<file path="config.mk">
export PLATFORM = sky130hd
export DESIGN_NAME = waxi_loader
export DESIGN_NICKNAME = d
export VERILOG_FILES = /design/src/rtl/waxi_loader.sv
export SDC_FILE = /design/constraint.sdc
export NUM_CORES = 1
export LEC_CHECK = 0
export CORE_AREA = 2 2 169 171
export CTS_CLUSTER_SIZE = 20
export DETAILED_ROUTE_END_ITERATION = 7
export DIE_AREA = 0 0 171 173
export PLACE_DENSITY = 0.84
export SYNTH_ARGS = -nofsm -noshare
export SYNTH_HDL_FRONTEND = slang
export SYNTH_SLANG_ARGS = --single-unit
</file>
<file path="constraint.sdc">
create_clock -name axi_clk_i -period 4.92 [get_ports axi_clk_i]
set_input_delay 0.984 -clock axi_clk_i [delete_from_list [all_inputs] [get_ports axi_clk_i]]
set_output_delay 0.984 -clock axi_clk_i [all_outputs]
set_load 0.005 [all_outputs]
</file>
<file path="src/rtl/waxi_loader.sv">
// waxi_loader: AXI4 write-only master for single-beat word writes.
//
// Takes a valid/ready stream of (address, data, strobe) requests. Requests go
// through a small FIFO and are issued as strictly serialized AW -> W -> B
// transactions, with only one transaction outstanding at a time.
//
// Ports:
//   axi_clk_i, rst_i        - clock; asynchronous active-high reset
//   req_*                   - request stream (valid/ready, addr, data, strb)
//   m_axi_aw*/w*/b*         - AXI4 write address, write data and response channels
//   busy_o                  - FIFO non-empty or a transaction in progress
//   done_cnt_o              - completed transactions (wrapping)
//   err_o, timeout_o        - sticky error / timeout flags, cleared by err_clr_i
//
// Optional feature: define AXI_WR_TIMEOUT_EN to enable a per-phase watchdog of
// TimeoutCycles cycles. Without it the FSM waits indefinitely and timeout_o is 0.

module waxi_loader #(
    parameter int unsigned ByteLength    = 8,
    parameter int unsigned AddrWidth     = 32,
    parameter int unsigned DataWidth     = 32,
    parameter int unsigned IdWidth       = 8,
    parameter int unsigned TxnId         = 0,
    parameter int unsigned FifoDepth     = 4,
    parameter int unsigned TimeoutCycles = 1024
) (
    input  logic                            axi_clk_i,
    input  logic                            rst_i,
    input  logic                            req_valid_i,
    output logic                            req_ready_o,
    input  logic [AddrWidth-1:0]            req_addr_i,
    input  logic [DataWidth-1:0]            req_data_i,
    input  logic [DataWidth/ByteLength-1:0] req_strb_i,
    output logic [IdWidth-1:0]              m_axi_awid_o,
    output logic [AddrWidth-1:0]            m_axi_awaddr_o,
    output logic [7:0]                      m_axi_awlen_o,
    output logic [2:0]                      m_axi_awsize_o,
    output logic [1:0]                      m_axi_awburst_o,
    output logic [1:0]                      m_axi_awlock_o,
    output logic [3:0]                      m_axi_awcache_o,
    output logic [2:0]                      m_axi_awprot_o,
    output logic                            m_axi_awvalid_o,
    input  logic                            m_axi_awready_i,
    output logic [DataWidth-1:0]            m_axi_wdata_o,
    output logic [DataWidth/ByteLength-1:0] m_axi_wstrb_o,
    output logic                            m_axi_wlast_o,
    output logic                            m_axi_wvalid_o,
    input  logic                            m_axi_wready_i,
    input  logic [IdWidth-1:0]              m_axi_bid_i,
    input  logic [1:0]                      m_axi_bresp_i,
    input  logic                            m_axi_bvalid_i,
    output logic                            m_axi_bready_o,
    output logic                            busy_o,
    output logic [31:0]                     done_cnt_o,
    output logic                            err_o,
    output logic                            timeout_o,
    input  logic                            err_clr_i
);
    localparam int unsigned StrbWidth = DataWidth / ByteLength;
    localparam int unsigned PtrWidth  = $clog2(FifoDepth);
    localparam int unsigned EntWidth  = AddrWidth + DataWidth + StrbWidth;

    typedef enum logic [1:0] {StIdle, StAddr, StData, StResp} state_e;

    state_e                 state_q, state_d;
    logic [EntWidth-1:0]    fifo_mem_q [FifoDepth];
    logic [PtrWidth-1:0]    wr_ptr_q, wr_ptr_d, rd_ptr_q, rd_ptr_d;
    logic [PtrWidth:0]      count_q, count_d;
    logic                   push, pop, fifo_full, fifo_empty;
    logic [AddrWidth-1:0]   head_addr, awaddr_q, awaddr_d;
    logic [DataWidth-1:0]   head_data, wdata_q, wdata_d;
    logic [StrbWidth-1:0]   head_strb, wstrb_q, wstrb_d;
    logic                   awvalid_q, awvalid_d, wvalid_q, wvalid_d, bready_q, bready_d;
    logic [31:0]            done_cnt_q, done_cnt_d;
    logic                   err_q, err_d;
    logic                   bus_err, tmo_hit;

`ifdef AXI_WR_TIMEOUT_EN
    localparam logic [31:0] TmoLast = 32'(TimeoutCycles - 1);
    logic [31:0] tmo_q, tmo_d;
    logic        timeout_q, timeout_d;
`else
    logic unused_tmo;
    assign unused_tmo = ^32'(TimeoutCycles);
`endif

    // Request FIFO
    assign fifo_full   = (count_q == (PtrWidth+1)'(FifoDepth));
    assign fifo_empty  = (count_q == '0);
    // Held low during reset so no request is accepted while the block is cleared.
    assign req_ready_o = !fifo_full && !rst_i;
    assign push        = req_valid_i && req_ready_o;
    assign {head_addr, head_data, head_strb} = fifo_mem_q[rd_ptr_q];

    always_comb begin
        wr_ptr_d = wr_ptr_q;
        rd_ptr_d = rd_ptr_q;
        count_d  = count_q;
        if (push) wr_ptr_d = wr_ptr_q + PtrWidth'(1);
        if (pop)  rd_ptr_d = rd_ptr_q + PtrWidth'(1);
        if (push && !pop)      count_d = count_q + (PtrWidth+1)'(1);
        else if (!push && pop) count_d = count_q - (PtrWidth+1)'(1);
    end

    always_ff @(posedge axi_clk_i) begin
        if (push) fifo_mem_q[wr_ptr_q] <= {req_addr_i, req_data_i, req_strb_i};
    end

    // Transaction FSM
    always_comb begin
        state_d    = state_q;
        awvalid_d  = awvalid_q;
        wvalid_d   = wvalid_q;
        bready_d   = bready_q;
        awaddr_d   = awaddr_q;
        wdata_d    = wdata_q;
        wstrb_d    = wstrb_q;
        done_cnt_d = done_cnt_q;
        pop        = 1'b0;
        bus_err    = 1'b0;
        tmo_hit    = 1'b0;
        unique case (state_q)
            StIdle: begin
                if (!fifo_empty) begin
                    pop       = 1'b1;
                    awaddr_d  = head_addr;
                    wdata_d   = head_data;
                    wstrb_d   = head_strb;
                    awvalid_d = 1'b1;
                    state_d   = StAddr;
                end
            end
            StAddr: begin
                if (awvalid_q && m_axi_awready_i) begin
                    awvalid_d = 1'b0;
                    wvalid_d  = 1'b1;
                    state_d   = StData;
                end
            end
            StData: begin
                if (wvalid_q && m_axi_wready_i) begin
                    wvalid_d = 1'b0;
                    bready_d = 1'b1;
                    state_d  = StResp;
                end
            end
            StResp: begin
                if (bready_q && m_axi_bvalid_i) begin
                    bready_d   = 1'b0;
                    done_cnt_d = done_cnt_q + 32'd1;
                    bus_err    = (m_axi_bresp_i != 2'b00) || (m_axi_bid_i != IdWidth'(TxnId));
                    state_d    = StIdle;
                end
            end
            default: state_d = StIdle;
        endcase

`ifdef AXI_WR_TIMEOUT_EN
        // Counter restarts on every state entry; a phase that stalls for the
        // full limit is abandoned without counting it.
        tmo_d = '0;
        if (state_q != StIdle && state_d == state_q) begin
            if (tmo_q == TmoLast) begin
                awvalid_d = 1'b0;
                wvalid_d  = 1'b0;
                bready_d  = 1'b0;
                tmo_hit   = 1'b1;
                state_d   = StIdle;
            end else begin
                tmo_d = tmo_q + 32'd1;
            end
        end
        timeout_d = timeout_q;
        if (err_clr_i) timeout_d = 1'b0;
        if (tmo_hit)   timeout_d = 1'b1;
`endif

        // A new error wins over a simultaneous clear.
        err_d = err_q;
        if (err_clr_i)          err_d = 1'b0;
        if (bus_err || tmo_hit) err_d = 1'b1;
    end

    always_ff @(posedge axi_clk_i or posedge rst_i) begin
        if (rst_i) begin
            state_q    <= StIdle;
            wr_ptr_q   <= '0;
            rd_ptr_q   <= '0;
            count_q    <= '0;
            awvalid_q  <= 1'b0;
            wvalid_q   <= 1'b0;
            bready_q   <= 1'b0;
            awaddr_q   <= '0;
            wdata_q    <= '0;
            wstrb_q    <= '0;
            done_cnt_q <= '0;
            err_q      <= 1'b0;
`ifdef AXI_WR_TIMEOUT_EN
            tmo_q      <= '0;
            timeout_q  <= 1'b0;
`endif
        end else begin
            state_q    <= state_d;
            wr_ptr_q   <= wr_ptr_d;
            rd_ptr_q   <= rd_ptr_d;
            count_q    <= count_d;
            awvalid_q  <= awvalid_d;
            wvalid_q   <= wvalid_d;
            bready_q   <= bready_d;
            awaddr_q   <= awaddr_d;
            wdata_q    <= wdata_d;
            wstrb_q    <= wstrb_d;
            done_cnt_q <= done_cnt_d;
            err_q      <= err_d;
`ifdef AXI_WR_TIMEOUT_EN
            tmo_q      <= tmo_d;
            timeout_q  <= timeout_d;
`endif
        end
    end

`ifdef AXI_WR_TIMEOUT_EN
    assign timeout_o = timeout_q;
`else
    assign timeout_o = 1'b0;
`endif

    assign m_axi_awid_o    = IdWidth'(TxnId);
    assign m_axi_awaddr_o  = awaddr_q;
    assign m_axi_awlen_o   = 8'd0;
    assign m_axi_awsize_o  = 3'($clog2(StrbWidth));
    assign m_axi_awburst_o = 2'b01;
    assign m_axi_awlock_o  = 2'b00;
    assign m_axi_awcache_o = 4'b0000;
    assign m_axi_awprot_o  = 3'b000;
    assign m_axi_awvalid_o = awvalid_q;
    assign m_axi_wdata_o   = wdata_q;
    assign m_axi_wstrb_o   = wstrb_q;
    assign m_axi_wlast_o   = 1'b1;
    assign m_axi_wvalid_o  = wvalid_q;
    assign m_axi_bready_o  = bready_q;
    assign busy_o          = !fifo_empty || (state_q != StIdle);
    assign done_cnt_o      = done_cnt_q;
    assign err_o           = err_q;

endmodule

</file>
==> results by group <==
Outcome
  • Status: finished, final reports clean

STA
  • Slew Limit Headroom: 27.5%
  • Max Freq: 289 MHz
  • TNS Setup: 0 ns
  • Final min period: 3.46 ns
  • Setup Skew: 0.0251 ns
  • Worst-Margin Slew: 1.09 ns
  • Final hold vios: 0
  • Final period util: 70.4%
  • RSZ-0062 raised after global routing: no
  • Hold Slack: 0.469 ns
  • Slew Limit Fails: 0
  • Final setup violation count: 0

Detailed routing
  • Drt first pass iters: 4
  • # DRC: 0
  • Final wirelength: 28300 µm
  • Vias post-DR: 7330
  • Routed vias/inst: 5.37
  • Number of routed nets with antenna violations: 0
  • Initial drt markers: 543
  • WL/cell: 20.8 µm

Critical path
  • CP delay by family, top: buffers and inverters
  • Crit Path Category: in -> out
  • Peak fanout along the critical path: 6
  • Critical Path Slowest Stage Cell: clkdlybuf4s50_1
  • CP cell instances: clkdlybuf4s50_1, a21oi_1, clkdlybuf4s50_1
  • Crit. End Element: output pin
  • Most frequent CP cell: clkdlybuf4s50_1
  • Required time worst endpoint: 3.94 ns
  • Slowest stage delay, CP: 0.60 ns
  • Critical path arrival: 2.48 ns
  • Startpoint Class: input pin
  • Buf/Inv on CP: 2

Synth
  • Post-synthesis async set-or-reset flop share: 29.4%
  • Syn_area_per_cell: 20.0 µm²
  • Number of flops mapped to enable cells by yosys: 272
  • Warnings, synthesis: 0
  • Top FF cell, synth: edfxtp_1
  • Sequential element share of the synthesized area: 74.3%
  • Syn Inst Count: 741
  • Synth Register Bits: 385
  • Syn Std Cell Area: 14800 µm²
  • Synth cell types: 48

Layout
  • Seq. cell area: 11000 µm²
  • Layout fillers: 1855
  • Footprint of the multi-input gates: 3540 µm²
  • Antenna diode count: 0
  • Share of cells above drive strength 1: 22.8%
  • Final Cell Area: 18300 µm²
  • P&R area growth vs syn: 24.0%
  • Final core utilization: 66.4%
  • Final #Nets: 1052

Place
  • Placed Area: 17000 µm²
  • Detailed placement HPWL: 17100 µm
  • I/O Buffers: 190
  • GPL Wtd Cong: 0.823

Clocking
  • Setup Buffers After CTS: 0
  • TritonCTS clock tree: yes
  • Clk slew on worst S/H paths: 0.06 ns
  • Post-CTS sizing: 0
  • Cts hold-fix bufs: 0
  • Clock Tree Root: clkbuf_16
  • CTS Sinks: 385
  • H-tree depth: 2
  • Worst-Skew Late Latency: 0.54 ns
  • Clk buf depth: 3
  • CTS Buf Count: 39

Power and ir drop
  • Power Density: 392 nW/µm²
  • Worst IR Drop VDD: 0.296 mV
  • Pleak: 6.73 nW

Hold path
  • Class of the worst hold path: reg -> reg

Global routing
  • Initial antenna violation count: 1
  • Vias in the first global route: 7850
  • GRT overflow: 0
  • Largest net degree at the start of global routing: 72
  • First-pass GRT wire length: 44100 µm
  • Tot GR Track Use: 19.5%

Floorplanning
  • Die Area: 29600 µm²
  • Top-Level Pins: 223
  • Core Area: 27600 µm²
  • Placement row count: 61
  • Initial core utilization: 53.5%
  • Die width: 171 µm
  • Height of the die: 173 µm

Job
  • Max Cap Viol: 0
layer usage:
layer  vias to the layer above  share of wire (%)  GRT usage, %
met2                       292                 52          34.1
met3                        45                7.6          4.01
met5                         -              0.057             0
met4                         2                1.8          4.91
met1                      3743                 38          24.9
li1                       3248                  -             -
final cells by class:
class,instances,share of cell area (%)
Clock buffer,53,5.94
Clock inverter,19,1.15
Inverter,14,0.300
Multi-Input combinational cell,317,19.3
Sequential cell,385,60.0
Tap cell,378,2.58
Timing Repair Buffer,198,10.8
power breakdown:
part	switching (mW)	total (mW)	internal [mW]
Clock	1.20	2.93	1.73
Sequential	0.0784	3.84	3.76
Combinational	0.260	0.429	0.168
sequential cells by signal, indices dropped and copies added, names as in the netlist:
| signal | count |
|---|---|
| err_o | 1 |
| m_axi_awaddr_o | 32 |
| m_axi_wvalid_o | 1 |
| state_q | 2 |
| fifo_mem_q | 272 |
| wr_ptr_q | 2 |
| m_axi_bready_o | 1 |
| done_cnt_o | 32 |
| m_axi_awvalid_o | 1 |
| m_axi_wdata_o | 32 |
| count_q | 3 |
| m_axi_wstrb_o | 4 |
| rd_ptr_q | 2 |
cells in the final DEF (no fill, tap or decap), drive strengths merged, types with 4 or more instances in the layout:
cell / Yosys / final
nand3: 12 / 12
clkdlybuf4s50: 0 / 190
nor3: 5 / 5
nor4: 4 / 4
xnor2: 23 / 23
nand4: 7 / 7
clkbuf: 8 / 53
mux4: 68 / 68
buf: 47 / 8
and2: 4 / 4
o21ai: 8 / 8
nor2: 12 / 12
conb: 2 / 32
and3: 6 / 6
nand2: 24 / 24
ha: 11 / 11
dfrtp: 113 / 113
xor2: 14 / 14
mux2: 69 / 69
clkinv: 0 / 13
edfxtp: 272 / 272
inv: 14 / 16
logic make-up (layout without fill, tap and decap cells):
kind of cell               after synthesis  in the layout  share of synthesized area [%]
AOI/OAI and AO/OA                       15             15                          0.660
buffers and inverters                   69            284                           2.69
adders and majority gates               12             12                           1.07
DFF                                    385            385                           74.3
xor gates and xnor gates                37             37                           2.24
muxes                                  137            137                           15.6
other                                    2             32                         0.0508
and+or+nand+nor                         84             84                           3.33
synthesized netlist by cell type (all sizes together), types with 4 or more instances:
library cell  count  area [µm²]
and3              6        42.5
dfrtp           113        2830
nand4             7        50.1
nand2            24        92.6
nor3              5        25.0
mux2             69         777
buf              47         315
clkbuf            8        30.0
nor4              4        46.3
xor2             14         123
edfxtp          272        8170
o21ai             8        40.0
and2              4        26.3
xnor2            23         209
nand3            12        82.6
inv              14        52.6
ha               11         138
mux4             68        1530
nor2             12        47.6
worst register-to-register path: stages, from the launching register on:
cell	delay (ns)
dfrtp_1	0.48
nor2_1	0.12
a21oi_1	0.45
and2_0	0.32
ha_1	0.23
inv_1	0.06
fa_1	0.37
xor2_1	0.17
nor2_1	0.11
xor2_1	0.14
final timing paths:
path,from,end,slack [ns],depth (start not counted)
worst max-delay path,rst_i,req_ready_o,1.46,3
worst min-delay path,done_cnt_o[31],done_cnt_o[31],0.47,1
worst max register to register,count_q[0],count_q[2],2.40,9
worst min register to register,done_cnt_o[31],done_cnt_o[31],0.47,1
max in group asynchronous,rst_i,done_cnt_o[23],3.12,3
min in group asynchronous,rst_i,m_axi_awaddr_o[13],0.98,2
stage by stage:
stage               setup slack [ns]  power, mW  std cells
finish                          1.46       7.20       1364
global route                    1.36       7.44       1364
CTS                             1.47       7.27       1364
detailed placement              1.48       4.34       1292
global placement                1.55       4.30       1292
floorplan                      0.949       4.13        771
Power figures use the tool's default switching activity.
